`src/rtl/pc_fetch_unit_if.sv`:
```
// +----------------------------------------------------------------------------+
// | Module   : pc_fetch_unit_if                                                |
// | Purpose  : Bundles the control/target inputs and the fetch outputs of the  |
// |            program-counter sequencer into one interface.                   |
// | Ports    : trigger, iStall, iPCSrc[1:0], iImmExt, iALUResult, iHalt        |
// |            (into the sequencer); oPC, oPCPlus4, oValid, oState[1:0],       |
// |            oMisaligned, oRetired (out of the sequencer).                   |
// |            master = control-unit side, slave = sequencer side.             |
// | Revision : 1.0  initial release                                            |
// +----------------------------------------------------------------------------+
`default_nettype none

interface pc_fetch_unit_if #(
  parameter int ADDR_WIDTH = 32,
  parameter int CNT_WIDTH  = 32
);
  logic                  trigger;
  logic                  iStall;
  logic [1:0]            iPCSrc;
  logic [ADDR_WIDTH-1:0] iImmExt;
  logic [ADDR_WIDTH-1:0] iALUResult;
  logic                  iHalt;
  logic [ADDR_WIDTH-1:0] oPC;
  logic [ADDR_WIDTH-1:0] oPCPlus4;
  logic                  oValid;
  logic [1:0]            oState;
  logic                  oMisaligned;
  logic [CNT_WIDTH-1:0]  oRetired;

  modport master (
    output trigger, iStall, iPCSrc, iImmExt, iALUResult, iHalt,
    input  oPC, oPCPlus4, oValid, oState, oMisaligned, oRetired
  );

  modport slave (
    input  trigger, iStall, iPCSrc, iImmExt, iALUResult, iHalt,
    output oPC, oPCPlus4, oValid, oState, oMisaligned, oRetired
  );
endinterface

`default_nettype wire

```
`src/rtl/pc_fetch_unit.sv`:
```
// +----------------------------------------------------------------------------+
// | Module   : pc_fetch_unit                                                   |
// | Purpose  : Program-counter / fetch sequencer. IDLE/RUN/HALT/FAULT state    |
// |            machine started by trigger, with stall, PC+4 / branch-JAL /     |
// |            JALR target selection, halt detection (iHalt or "j ."),         |
// |            misaligned-target fault and a saturating retired counter.      |
// | Ports    : clk, rst (synchronous, active-high)                             |
// |            bus (pc_fetch_unit_if.slave): trigger, iStall, iPCSrc, iImmExt, |
// |            iALUResult, iHalt in; oPC, oPCPlus4, oValid, oState,            |
// |            oMisaligned, oRetired out.                                      |
// | Revision : 1.0  initial release                                            |
// +----------------------------------------------------------------------------+
`default_nettype none

module pc_fetch_unit #(
  parameter int                    ADDR_WIDTH        = 32,
  parameter logic [ADDR_WIDTH-1:0] RESET_VECTOR      = '0,
  parameter int                    CNT_WIDTH         = 32,
  parameter bit                    HALT_ON_SELF_LOOP = 1'b1
) (
  input  wire logic       clk,
  input  wire logic       rst,
  pc_fetch_unit_if.slave  bus
);

  typedef enum logic [1:0] {
    ST_IDLE  = 2'b00,
    ST_RUN   = 2'b01,
    ST_HALT  = 2'b10,
    ST_FAULT = 2'b11
  } state_t;

  localparam logic [ADDR_WIDTH-1:0] PC_STEP     = ADDR_WIDTH'(4);
  localparam logic [ADDR_WIDTH-1:0] JALR_MASK   = ~ADDR_WIDTH'(1);
  localparam logic [CNT_WIDTH-1:0]  RETIRED_MAX = '1;
  localparam logic [CNT_WIDTH-1:0]  RETIRED_ONE = CNT_WIDTH'(1);

  state_t                state;
  logic [ADDR_WIDTH-1:0] pc;
  logic [CNT_WIDTH-1:0]  retired;
  logic                  misaligned;

  logic [ADDR_WIDTH-1:0] pc_plus4;
  logic [ADDR_WIDTH-1:0] next_pc;
  logic [CNT_WIDTH-1:0]  retired_inc;
  logic                  self_loop;
  logic                  next_misaligned;

  assign pc_plus4 = pc + PC_STEP;

  // Target selection; encoding 11 falls back to sequential fetch.
  always_comb begin
    next_pc = pc_plus4;
    case (bus.iPCSrc)
      2'b01:   next_pc = pc + bus.iImmExt;
      2'b10:   next_pc = bus.iALUResult & JALR_MASK;
      default: next_pc = pc_plus4;
    endcase
  end

  assign next_misaligned = (next_pc[1:0] != 2'b00);

  // Counter sticks at all-ones instead of wrapping.
  assign retired_inc = (retired == RETIRED_MAX) ? retired : (retired + RETIRED_ONE);

  // A taken target equal to the current PC ("j .") can be treated as a halt.
  if (HALT_ON_SELF_LOOP) begin : g_self_loop_halt
    assign self_loop = (next_pc == pc);
  end else begin : g_self_loop_off
    assign self_loop = 1'b0;
  end

  always_ff @(posedge clk) begin
    if (rst) begin
      state      <= ST_IDLE;
      pc         <= RESET_VECTOR;
      retired    <= '0;
      misaligned <= 1'b0;
    end else begin
      case (state)
        ST_IDLE: begin
          if (bus.trigger) begin
            state <= ST_RUN;
          end
        end
        ST_RUN: begin
          // A stalled cycle freezes everything; halt/target inputs are not looked at.
          if (!bus.iStall) begin
            if (next_misaligned) begin
              // Faulting instruction does not retire; PC keeps pointing at it.
              state      <= ST_FAULT;
              misaligned <= 1'b1;
            end else if (bus.iHalt || self_loop) begin
              state   <= ST_HALT;
              retired <= retired_inc;
            end else begin
              pc      <= next_pc;
              retired <= retired_inc;
            end
          end
        end
        ST_HALT: begin
          if (bus.trigger) begin
            state   <= ST_RUN;
            pc      <= RESET_VECTOR;
            retired <= '0;
          end
        end
        ST_FAULT: begin
          // Absorbing: only rst leaves this state.
          state <= ST_FAULT;
        end
        default: begin
          state <= ST_IDLE;
        end
      endcase
    end
  end

  assign bus.oPC         = pc;
  assign bus.oPCPlus4    = pc_plus4;
  assign bus.oValid      = (state == ST_RUN) && !bus.iStall;
  assign bus.oState      = state;
  assign bus.oMisaligned = misaligned;
  assign bus.oRetired    = retired;

endmodule

`default_nettype wire
```
`src/flat_wrapper.sv`:
```
// flat-port wrapper written by rule: the top's interface ports become plain ports
module pc_fetch_unit_flat 
#(
  parameter int                    ADDR_WIDTH        = 32,
  parameter logic [ADDR_WIDTH-1:0] RESET_VECTOR      = '0,
  parameter int                    CNT_WIDTH         = 32,
  parameter bit                    HALT_ON_SELF_LOOP = 1'b1
)
  (clk, rst, bus_trigger, bus_iStall, bus_iPCSrc, bus_iImmExt, bus_iALUResult, bus_iHalt, bus_oPC, bus_oPCPlus4, bus_oValid, bus_oState, bus_oMisaligned, bus_oRetired);
  pc_fetch_unit_if #(.ADDR_WIDTH(ADDR_WIDTH), .CNT_WIDTH(CNT_WIDTH)) bus_i ();
  input  wire logic clk;
  input  wire logic rst;
  input wire logic [$bits(bus_i.trigger)-1:0] bus_trigger;
  input wire logic [$bits(bus_i.iStall)-1:0] bus_iStall;
  input wire logic [$bits(bus_i.iPCSrc)-1:0] bus_iPCSrc;
  input wire logic [$bits(bus_i.iImmExt)-1:0] bus_iImmExt;
  input wire logic [$bits(bus_i.iALUResult)-1:0] bus_iALUResult;
  input wire logic [$bits(bus_i.iHalt)-1:0] bus_iHalt;
  output wire logic [$bits(bus_i.oPC)-1:0] bus_oPC;
  output wire logic [$bits(bus_i.oPCPlus4)-1:0] bus_oPCPlus4;
  output wire logic [$bits(bus_i.oValid)-1:0] bus_oValid;
  output wire logic [$bits(bus_i.oState)-1:0] bus_oState;
  output wire logic [$bits(bus_i.oMisaligned)-1:0] bus_oMisaligned;
  output wire logic [$bits(bus_i.oRetired)-1:0] bus_oRetired;
  assign bus_i.trigger = bus_trigger;
  assign bus_i.iStall = bus_iStall;
  assign bus_i.iPCSrc = bus_iPCSrc;
  assign bus_i.iImmExt = bus_iImmExt;
  assign bus_i.iALUResult = bus_iALUResult;
  assign bus_i.iHalt = bus_iHalt;
  assign bus_oPC = bus_i.oPC;
  assign bus_oPCPlus4 = bus_i.oPCPlus4;
  assign bus_oValid = bus_i.oValid;
  assign bus_oState = bus_i.oState;
  assign bus_oMisaligned = bus_i.oMisaligned;
  assign bus_oRetired = bus_i.oRetired;
  pc_fetch_unit #(.ADDR_WIDTH(ADDR_WIDTH), .RESET_VECTOR(RESET_VECTOR), .CNT_WIDTH(CNT_WIDTH), .HALT_ON_SELF_LOOP(HALT_ON_SELF_LOOP)) u_core (.clk(clk), .rst(rst), .bus(bus_i));
endmodule
```
`config.mk`:
```
export PLATFORM = sky130hd
export DESIGN_NAME = pc_fetch_unit_flat
export DESIGN_NICKNAME = d
export VERILOG_FILES = /design/src/rtl/pc_fetch_unit_if.sv /design/src/rtl/pc_fetch_unit.sv /design/src/flat_wrapper.sv
export SDC_FILE = /design/constraint.sdc
export NUM_CORES = 1
export LEC_CHECK = 0
export ABC_AREA = 1
export BUFFER_PORTS_ARGS = -buffer_cell sky130_fd_sc_hd__buf_2
export CAP_MARGIN = 20
export CORE_AREA = 2 2 127 129
export CTS_CLUSTER_SIZE = 16
export DETAILED_ROUTE_END_ITERATION = 8
export DIE_AREA = 0 0 129 131
export GPL_TIMING_DRIVEN = 1
export PLACE_DENSITY = 0.88
export RECOVER_POWER = 25
export SLEW_MARGIN = 20
export SYNTH_ARGS = -nofsm -noshare
export SYNTH_HDL_FRONTEND = slang
export SYNTH_SLANG_ARGS = --single-unit
```
`constraint.sdc`:
```
create_clock -name clk -period 3.1 [get_ports clk]
set_input_delay 0.155 -clock clk [delete_from_list [all_inputs] [get_ports clk]]
set_output_delay 0.155 -clock clk [all_outputs]
set_load 0.02 [all_outputs]
```
## Yosys cells after proc, flatten, opt, wreduce, memory -nomap -nowiden

Index checks and enable logic that the tools add are counted.

| word-level totals | value |
|---|---|
| output and inout port bits | 100 |
| input bits | 71 |
| flip-flop bits (word level) | 67 |

| cells by class | value |
|---|---|
| bitwise logic cells | 1 |
| eq/ne operators | 14 |
| mux-type cells | 15 |
| add/subtract/negate cells | 3 |
| reductions and logical operators | 11 |

Operators with widths:

| kind | number |
|---|---|
| $mux W32 | 7 |
| $pmux W32 S2 | 3 |
| $add A32 B1 Y32 const B | 1 |
| $add A32 B3 Y32 const B | 1 |
| $add A32 B32 Y32 | 1 |
| $eq A32 B32 Y1 | 1 |
| $eq A32 B32 Y1 const B | 1 |
| $ne A2 B2 Y1 const B | 5 |
| $reduce_and A5 Y1 | 2 |
| $mux W2 | 4 |
| $eq A2 B2 Y1 const B | 3 |
| $pmux W2 S3 | 1 |
| $reduce_and A3 Y1 | 2 |
| $eq A2 B1 Y1 const B | 2 |
| $reduce_bool A2 Y1 | 2 |
| $ne A3 B1 Y1 const B | 1 |
| $logic_not A2 Y1 | 1 |
| $ne A2 B1 Y1 const B | 1 |
| $reduce_or A2 Y1 | 1 |
| $logic_and A1 B1 Y1 | 1 |
| $logic_not A1 Y1 | 1 |
| $logic_or A1 B1 Y1 | 1 |
| $not A1 Y1 | 1 |

## Longest topological paths before layout

Gate-level depths: netlist (run 1).

| depth | value |
|---|---|
| word-level depth | 8 |
| mapped depth | 28 |
| gate-level depth less buffers | 27 |

## Worst setup path before layout (run 1)

OpenSTA, ideal clock, no wires.

| timing path | value |
|---|---|
| kind | register to register |
| start | register u_core.pc[0] (netlist: u_core.bus.oPC[0]) |
| end | register u_core.retired[25] (netlist: u_core.bus.oRetired[25]) |
| period minus slack after synthesis | 3.169 ns |
| cell stages (with the launch flop) | 21 |
| arrival time | 3.052 ns |
| path buffers | 1 |
| path slack | -0.069 ns |
| required time | 2.983 ns |
| cells stage by stage | dfxtp_1 > ha_1 > inv_1 > fa_1 > o211ai_1 > o21ai_1 > inv_1 > nor2_1 > inv_1 > a2bb2oi_4 > and2_1 > buf_2 > nand2_2 > nor2_2 > nand4_1 > nor2_1 > nand2_1 > inv_1 > nand2_1 > o21ai_1 > a21oi_1 |

| between the ends | value |
|---|---|
| cells in the longest elaborated chain, start to end | 5 |

Ends and longest elaborated chain:

| what | line | source |
|---|---|---|
| from (decl) | pc_fetch_unit.sv:39 | `logic [ADDR_WIDTH-1:0] pc;` |
| from (signal assigned) | pc_fetch_unit.sv:97 | `pc <= next_pc;` |
| $add A32 B3 Y32 or $add A32 B32 Y32 (tied branches) | pc_fetch_unit.sv:49, pc_fetch_unit.sv:55 |  |
| $pmux W32 S2 (*) | pc_fetch_unit.sv:54 | `case (bus.iPCSrc)` |
| $reduce_bool A2 Y1 (*) | pc_fetch_unit.sv:61 | `assign next_misaligned = (next_pc[1:0] != 2'b00);` |
| $ne A2 B2 Y1 (no source line) (*) | -- |  |
| $reduce_and A5 Y1 (no source line) (*) | -- |  |
| to (signal assigned) | pc_fetch_unit.sv:95 | `retired <= retired_inc;` |
| to (signal assigned) | pc_fetch_unit.sv:98 | `retired <= retired_inc;` |
| to (decl) | pc_fetch_unit.sv:40 | `logic [CNT_WIDTH-1:0] retired;` |

Mark *: on every way between the ends. The rest lies on a longest branch, timed or not.
A chain may end at the register's enable or synchronous reset.

## Worst setup path after layout (run 1)

| timing path | value |
|---|---|
| start | register u_core.pc[8] (netlist: u_core.bus.oPC[8]) |
| end | register u_core.pc[9] (netlist: u_core.bus.oPC[9]) |

| between the ends | value |
|---|---|
| cells in the longest elaborated chain, start to end | 6 |

Ends and longest elaborated chain:

| what | line |
|---|---|
| $add A32 B3 Y32 or $add A32 B32 Y32 (tied branches) | pc_fetch_unit.sv:49, pc_fetch_unit.sv:55 |
| $pmux W32 S2 | pc_fetch_unit.sv:54 |
| $eq A32 B32 Y1 or $mux W32 (tied branches) | pc_fetch_unit.sv:68, pc_fetch_unit.sv:93 |
| $logic_or A1 B1 Y1 or $mux W32 (tied branches) | pc_fetch_unit.sv:93, pc_fetch_unit.sv:89 |
| $ne A2 B2 Y1 (no source line) or $mux W32 (tied branches) | -- |
| $reduce_and A5 Y1 (no source line) or $pmux W32 S2 (tied branches) | -- |

Parallel ways exist; a longest one is shown, timed or not. The select of a mux whose other input is x is not followed.

==> impl_metrics.yaml, run 1 <==
timing:
  finClkSkew_ns: 0.009010
  maxSlewViolCount: 0
  fin_ws_ns: -0.3325
  grt_setup_unrepaired: "true"
  period_minus_slack_ns: 3.433
  fmax_ghz: 0.2913
  finalHoldViolCount: 0
  tightestPinTransition_ns: 0.7132
  relSlewSlack_pct: 52.40
  setup_viol: 34
  fin_crit_sh_pct: 110.7
setup_path:
  criticalPathCategory: "flip-flop to flip-flop"
  critPathMaxStageDelay_ns: 0.37
  end_kind: "flip-flop"
  cp_max_fo: 5
  cp.required_ns: 3.33
  cp.arrival_ns: 3.66
  critPathLaunchType: "flip-flop"
  crit_slowest_cell: "dfxtp_4"
  cpMostUsedCell: "nand2_1"
clock_network:
  cts_root_buf: "clkbuf_16"
  cts.clk_slew.worst_paths_ns: 0.06
  numCtsBuffers: 9
  insertion_delay_ns: 0.35
  htreeDepth: 3
  clock-sinks: 67
  clockBufferDepth: 2
  cts_tree: "done"
  hold_buffers: 0
cells_and_area:
  post-route-util_pct: 76.30
  antenna_cells: 0
  layout.cells.non_filler: 2051
  multi_input_area_mm2: 0.006431
  fillers: 1114
  final_nets: 1937
  area_growth_pct: 53.43
  seq_area_mm2: 0.001400
  drive_above_1_share_pct: 34.99
  final_area_mm2: 0.01190
die:
  io-pin-count: 171
  die_x_um: 129
  die_h_um: 131
  die-area_mm2: 0.01690
  placementRows: 46
  start_util_pct: 49.73
  core_area_mm2: 0.01560
global_routing:
  grt.total_usage_pct: 37.72
  grt_overflow_total: 0
  grt_pass1_vias: 10330
  grt_max_degree: 45
  antenna_found_initial: 0
  grt_pass1_wl_mm: 50.17
power_and_ir_drop:
  ir_drop_uv: 363.8
  power_density_mw_per_mm2: 403.6
  switchingPower_mw: 2.111
  seq_power_share_pct: 21.2
  p_int_mw: 2.692
  clock_power_share_pct: 24.0
  p_sw_share_pct: 43.96
  power_leakage_nw: 6.457
  combinationalPowerShare_pct: 54.8
  total_power_mw: 4.803
route:
  drc: 0
  num_vias: 11590
  routed_wl_mm: 35.65
  wl_per_cell_um: 17.38
  dr.pass1.iters: 9
  postRouteAntennaNets: 0
  drt_iter0_markers: 1359
  vias_per_cell: 5.652
synthesis:
  syn_nets: 1583
  synth_edf_count: 0
  synth_area_leaders: "nand2_1 26%, dfxtp_1 17%, inv_1 12%"
  async_reset_ff_share_pct: 0
  ys_seq_area_share_pct: 17.29
  synthFlopType: "dfxtp_1"
  synth_seq_cells: 67
  netlist_area_mm2: 0.007756
  synth_top_cell_area_share_pct: 26.33
  avgSynthCellArea_um2: 5.255
  synth_cells: 1476
  synth_top_area_cell: "nand2_1"
  yosys_warnings: 0
  synth_cell_types: 51
placed_design:
  dp_hpwl_mm: 23.83
  place_area_mm2: 0.009971
  place_congestion: 0.9977
  place_inst: 1995
  io_buffer_count: 169
  preCtsSetupSlack_ns: -0.2634
outcome:
  outcome: "complete, but fails checks"
  violations: "negative setup slack"
flow_run:
  cap_violations: 0
hold_path:
  hold_path.class: "input pin to flip-flop"
==> worst paths after layout <==
path                                             start                      to  slack (ns)  cells after the start
worst max-delay path                 u_core.bus.oPC[8]       u_core.bus.oPC[9]       -0.33                     26
worst min-delay path                               rst       u_core.bus.oPC[1]        0.13                      2
worst max register to register       u_core.bus.oPC[8]       u_core.bus.oPC[9]       -0.33                     26
worst min register to register  u_core.bus.oMisaligned  u_core.bus.oMisaligned        0.48                      2
==> cells by family after synthesis <==
family                     Yosys count  share of synthesized area [%]
xor gates and xnor gates            24                          2.710
adders and majority gates           36                          5.904
buffers and inverters              284                          14.45
and+or+nand+nor                    950                          51.43
AOI/OAI and AO/OA                  115                          8.211
DFF                                 67                          17.29
==> metal layers <==
| layer | vias to the layer above | track usage (%) | share of wire [%] |
|---|---|---|---|
| met5 | - | 0 | 0 |
| met3 | 257 | 5.456 | 11 |
| li1 | 5287 | - | - |
| met1 | 5212 | 46.01 | 36 |
| met2 | 836 | 64.49 | 45 |
| met4 | 0 | 20.27 | 7.2 |
==> what timing repair did <==
action                     in CTS  in global routing
setup endpoints to repair      35                 43
gates resized for setup       136                181
pin swaps                      38                 79
cloned                          3                  1
buffers inserted               23                 17
==> final cells by class <==
cell class | count | share of cell area (%)
sequential | 67 | 11.77
timing repair buffer | 371 | 21.00
clock buffer | 9 | 1.893
multi-input combinational | 1125 | 54.04
tap | 216 | 2.271
clock inverter | 7 | 0.8306
inverter | 256 | 8.201
==> critical path: cells and delay by family (launching register included) <==
family / cells / cell delay, ns
AND/OR/NAND/NOR: 19 / 1.85
buffers and inverters: 5 / 0.58
flip-flops: 1 / 0.37
adder cells (fa/ha/maj): 1 / 0.28
AO/OA/AOI/OAI: 1 / 0.23
==> cells in the mapped netlist, types with 8 or more instances <==
master and n:
o21ai_0 30, ha_1 35, a21oi_1 67, dfxtp_1 67, nor2_1 191, nand3_1 119, nand2_1 544, nand4_1 22
nor4_1 8, nor3_1 25, inv_1 251, xor2_1 24, clkbuf_1 14
==> power by group through the flow <==
| stage | sequential (mW) | clock, mW | combinational (mW) |
|---|---|---|---|
| 2_1_floorplan | 1.08 | 0 | 1.13 |
| 3_3_place_gp | 0.996 | 0 | 1.97 |
| 3_5_place_dp | 0.997 | 0 | 2.02 |
| 4_1_cts | 1.00 | 1.15 | 2.27 |
| 5_1_grt | 1.02 | 1.18 | 2.81 |
| 6_report | 1.02 | 1.15 | 2.63 |
==> through the flow <==
stage / hold slack [ns] / setup TNS [ns]
finish: 0.1316 / -9.097
global route: 0.1301 / -12.09
CTS: 0.1086 / -0.07388
detailed placement: 0.4524 / -7.004
global placement: 0.4534 / -5.921
floorplan: 0.2185 / 0
==> sequential cells by signal, summed over array words and instances, names as in the netlist <==
signal	flops
u_core.bus.oRetired	32
u_core.bus.oState	2
u_core.bus.oPC	32
u_core.bus.oMisaligned	1
==> cells in the final DEF, fill, tap and decap left out, types with 12 or more instances in the layout <==
cell type	count
buf_6	14
buf_2	150
nand3_1	97
xor2_1	21
dfxtp_1	44
nor3_2	12
a21oi_1	56
nand2_1	457
clkbuf_1	19
nand2_2	72
nand2_4	20
nor2_1	154
nor2_2	36
nor3_1	14
o21ai_0	24
buf_4	181
ha_4	26
dfxtp_4	12
inv_1	241
nand4_1	22
nand3_2	15
Power figures use the tool's default switching activity.
==> run 2: changes to the inputs <==
--- a/config.mk
+++ b/config.mk
@@ -8,12 +8,14 @@
 export ABC_AREA = 1
 export BUFFER_PORTS_ARGS = -buffer_cell sky130_fd_sc_hd__buf_2
 export CAP_MARGIN = 20
-export CORE_AREA = 2 2 127 129
+export CELL_PAD_IN_SITES_DETAIL_PLACEMENT = 1
+export CELL_PAD_IN_SITES_GLOBAL_PLACEMENT = 2
+export CORE_AREA = 2 2 180 182
 export CTS_CLUSTER_SIZE = 16
 export DETAILED_ROUTE_END_ITERATION = 8
-export DIE_AREA = 0 0 129 131
+export DIE_AREA = 0 0 182 184
 export GPL_TIMING_DRIVEN = 1
-export PLACE_DENSITY = 0.88
+export PLACE_DENSITY = 0.89
 export RECOVER_POWER = 25
 export SLEW_MARGIN = 20
 export SYNTH_ARGS = -nofsm -noshare
==> constraint.sdc (replaced) <==
create_clock -name clk -period 3.1 [get_ports clk]
set_input_delay 0 -clock clk [delete_from_list [all_inputs] [get_ports clk]]
set_output_delay 0 -clock clk [all_outputs]
set_load 0.02 [all_outputs]
==> impl_metrics.yaml, run 2 (synthesized netlist as in run 1, its figures left out) <==
placed_design:
  place_congestion: 0.9186
  io_buffer_count: 169
  dp_hpwl_mm: 31.92
  place_area_mm2: 0.01052
timing:
  finClkSkew_ns: 0.01121
  holdWs_ns: 0.06609
  fin_crit_sh_pct: 104.7
  finalHoldViolCount: 0
  tightestPinTransition_ns: 0.4836
  fmax_ghz: 0.3081
  grt_setup_unrepaired: "true"
  setup_viol: 34
  relSlewSlack_pct: 67.56
  fin_ws_ns: -0.1461
  setup-tns-final_ns: -3.440
  period_minus_slack_ns: 3.246
  maxSlewViolCount: 0
setup_path:
  critPathBufInv: 3
  critPathLaunchType: "flip-flop"
  crit_start: "u_core.bus.oPC[3]"
  end_kind: "flip-flop"
  cp_max_fo: 6
  cp.arrival_ns: 3.53
  criticalPathCategory: "flip-flop to flip-flop"
  critPathMaxStageDelay_ns: 0.37
  crit_family: "simple AND/OR/NAND/NOR gates"
  cpMostUsedCell: "nand2_1"
  crit_slowest_cell: "dfxtp_4"
  cp.required_ns: 3.38
  r2r_start: "u_core.bus.oPC[3]"
  crit_chain: "ha_4, buf_4, nand2_1, nor2_1, nand2_1, nand3_2, nand2_2, buf_4, nand3b_1, nand3_1, nand2_1, nand3_1, nand2_1, nand3_1, nor2_2, nand2_1, nor2_4, nand3_4, nand2_4, nand2_8, buf_8, nand3_2, nand2_2, nor2_2"
power_and_ir_drop:
  ir_drop_uv: 242.5
  seq_power_share_pct: 21.7
  clock_power_share_pct: 21.3
  switchingPower_mw: 2.155
  combinationalPowerShare_pct: 57.1
  p_int_mw: 2.504
  power_leakage_nw: 6.417
  p_sw_share_pct: 46.26
  power_density_mw_per_mm2: 382.8
hold_path:
  hp-start: "bus_iStall"
  hold_path.class: "input pin to flip-flop"
clock_network:
  clockBufferDepth: 2
  cts_tree: "done"
  insertion_delay_ns: 0.36
  numCtsBuffers: 9
  cts.clk_slew.worst_paths_ns: 0.06
  clock-sinks: 67
  htreeDepth: 3
  cts_root_buf: "clkbuf_16"
cells_and_area:
  post-route-util_pct: 38.77
  final_area_mm2: 0.01217
  final_common_cell: "nand2_1"
  area_growth_pct: 56.93
  final_nets: 1970
  drive_above_1_share_pct: 34.87
  mostFrequentLayoutCells: "477 x nand2_1, 243 x inv_1, 221 x buf_4"
  antenna_cells: 0
die:
  placementRows: 65
  start_util_pct: 24.71
  die_x_um: 182
  die_h_um: 184
  die-area_mm2: 0.03349
  io-pin-count: 171
  core_area_mm2: 0.03139
flow_run:
  cap_violations: 0
outcome:
  violations: "negative setup slack"
  outcome: "complete, but fails checks"
route:
  num_vias: 11050
  postRouteAntennaNets: 0
  routed_wl_mm: 41.25
  drc: 0
  drt_iter0_markers: 617
  wl_per_cell_um: 18.18
  vias_per_cell: 4.870
  dr.pass1.iters: 5
global_routing:
  grt_pass1_vias: 11320
  antenna_found_initial: 2
  grt.total_usage_pct: 23.08
  grt_max_degree: 35
  grt_overflow_total: 0
  grt_pass1_wl_mm: 60.02
-- run 2: cell count changes in the layout (fill, tap and decap cells not counted), sizes merged --
cell,previous run,this run
clkbuf,29,40
bufinv,2,0
buf,351,367
clkinv,3,4
dlygate4sd3,0,2
nand2,550,554
-- run 2: per-stage QoR --
stage	instances	setup WS, ns	power [mW]
6_report	2269	-0.1461	4.659
5_1_grt	2269	-0.2958	4.936
4_1_cts	2254	-0.09369	4.380
3_5_place_dp	2228	-0.6992	3.225
3_3_place_gp	2228	-0.6087	3.155
2_1_floorplan	1476	0.04399	2.211
-- run 2: per-layer routing --
layer / global-route usage [%] / vias up / part of all wire [%]
met4: 9.839 / 4 / 3.6
li1: - / 5360 / -
met2: 40.66 / 304 / 49
met5: 0 / - / 0.065
met3: 3.903 / 91 / 5.5
met1: 27.68 / 5292 / 42
-- run 2: power by group through the flow --
stage	registers [mW]	clock network, mW	logic [mW]
final	1.01	0.991	2.66
after global routing	1.01	1.04	2.88
after CTS	0.990	1.01	2.38
after detailed placement	0.996	0	2.23
after global placement	0.995	0	2.16
after floorplan	1.08	0	1.13
-- run 2: worst paths after layout --
| check | end | slack, ns | depth (start not counted) |
|---|---|---|---|
| max reg2reg | u_core.bus.oPC[5] | -0.15 | 24 |
| min reg2reg | u_core.bus.oMisaligned | 0.48 | 2 |
| min | u_core.bus.oMisaligned | 0.07 | 4 |
| max | u_core.bus.oPC[5] | -0.15 | 24 |
-- run 2: repair_timing --
item                       in CTS  in global routing
pin swaps                      25                 61
cloned                          4                  0
gates resized for setup        98                193
hold buffers                    2                  0
setup endpoints to repair      38                 46
buffers inserted                5                 15
hold endpoints to repair        3                  0
-- run 2: final cells by class --
cell class	count	area, µm²
Multi-Input combinational cell	1129	6461
Clock inverter	6	42.54
Fill cell	4222	19220
Sequential cell	67	1385
Tap cell	402	503.0
Clock buffer	9	225.2
Inverter	256	974.7
Timing Repair Buffer	400	2580
-- run 2: worst reg2reg max path, stage by stage (launching register included) --
cell and delay, ns:
dfxtp_4 0.37, ha_4 0.29, buf_4 0.11, nand2_1 0.06, nor2_1 0.16, nand2_1 0.11, nand3_2 0.11, nand2_2 0.08
buf_4 0.14, nand3b_1 0.07, nand3_1 0.08, nand2_1 0.16, nand3_1 0.12, nand2_1 0.11, nand3_1 0.09, nor2_2 0.13
nand2_1 0.11, nor2_4 0.12, nand3_4 0.10, nand2_4 0.10, nand2_8 0.13, buf_8 0.18, nand3_2 0.07, nand2_2 0.06
nor2_2 0.12
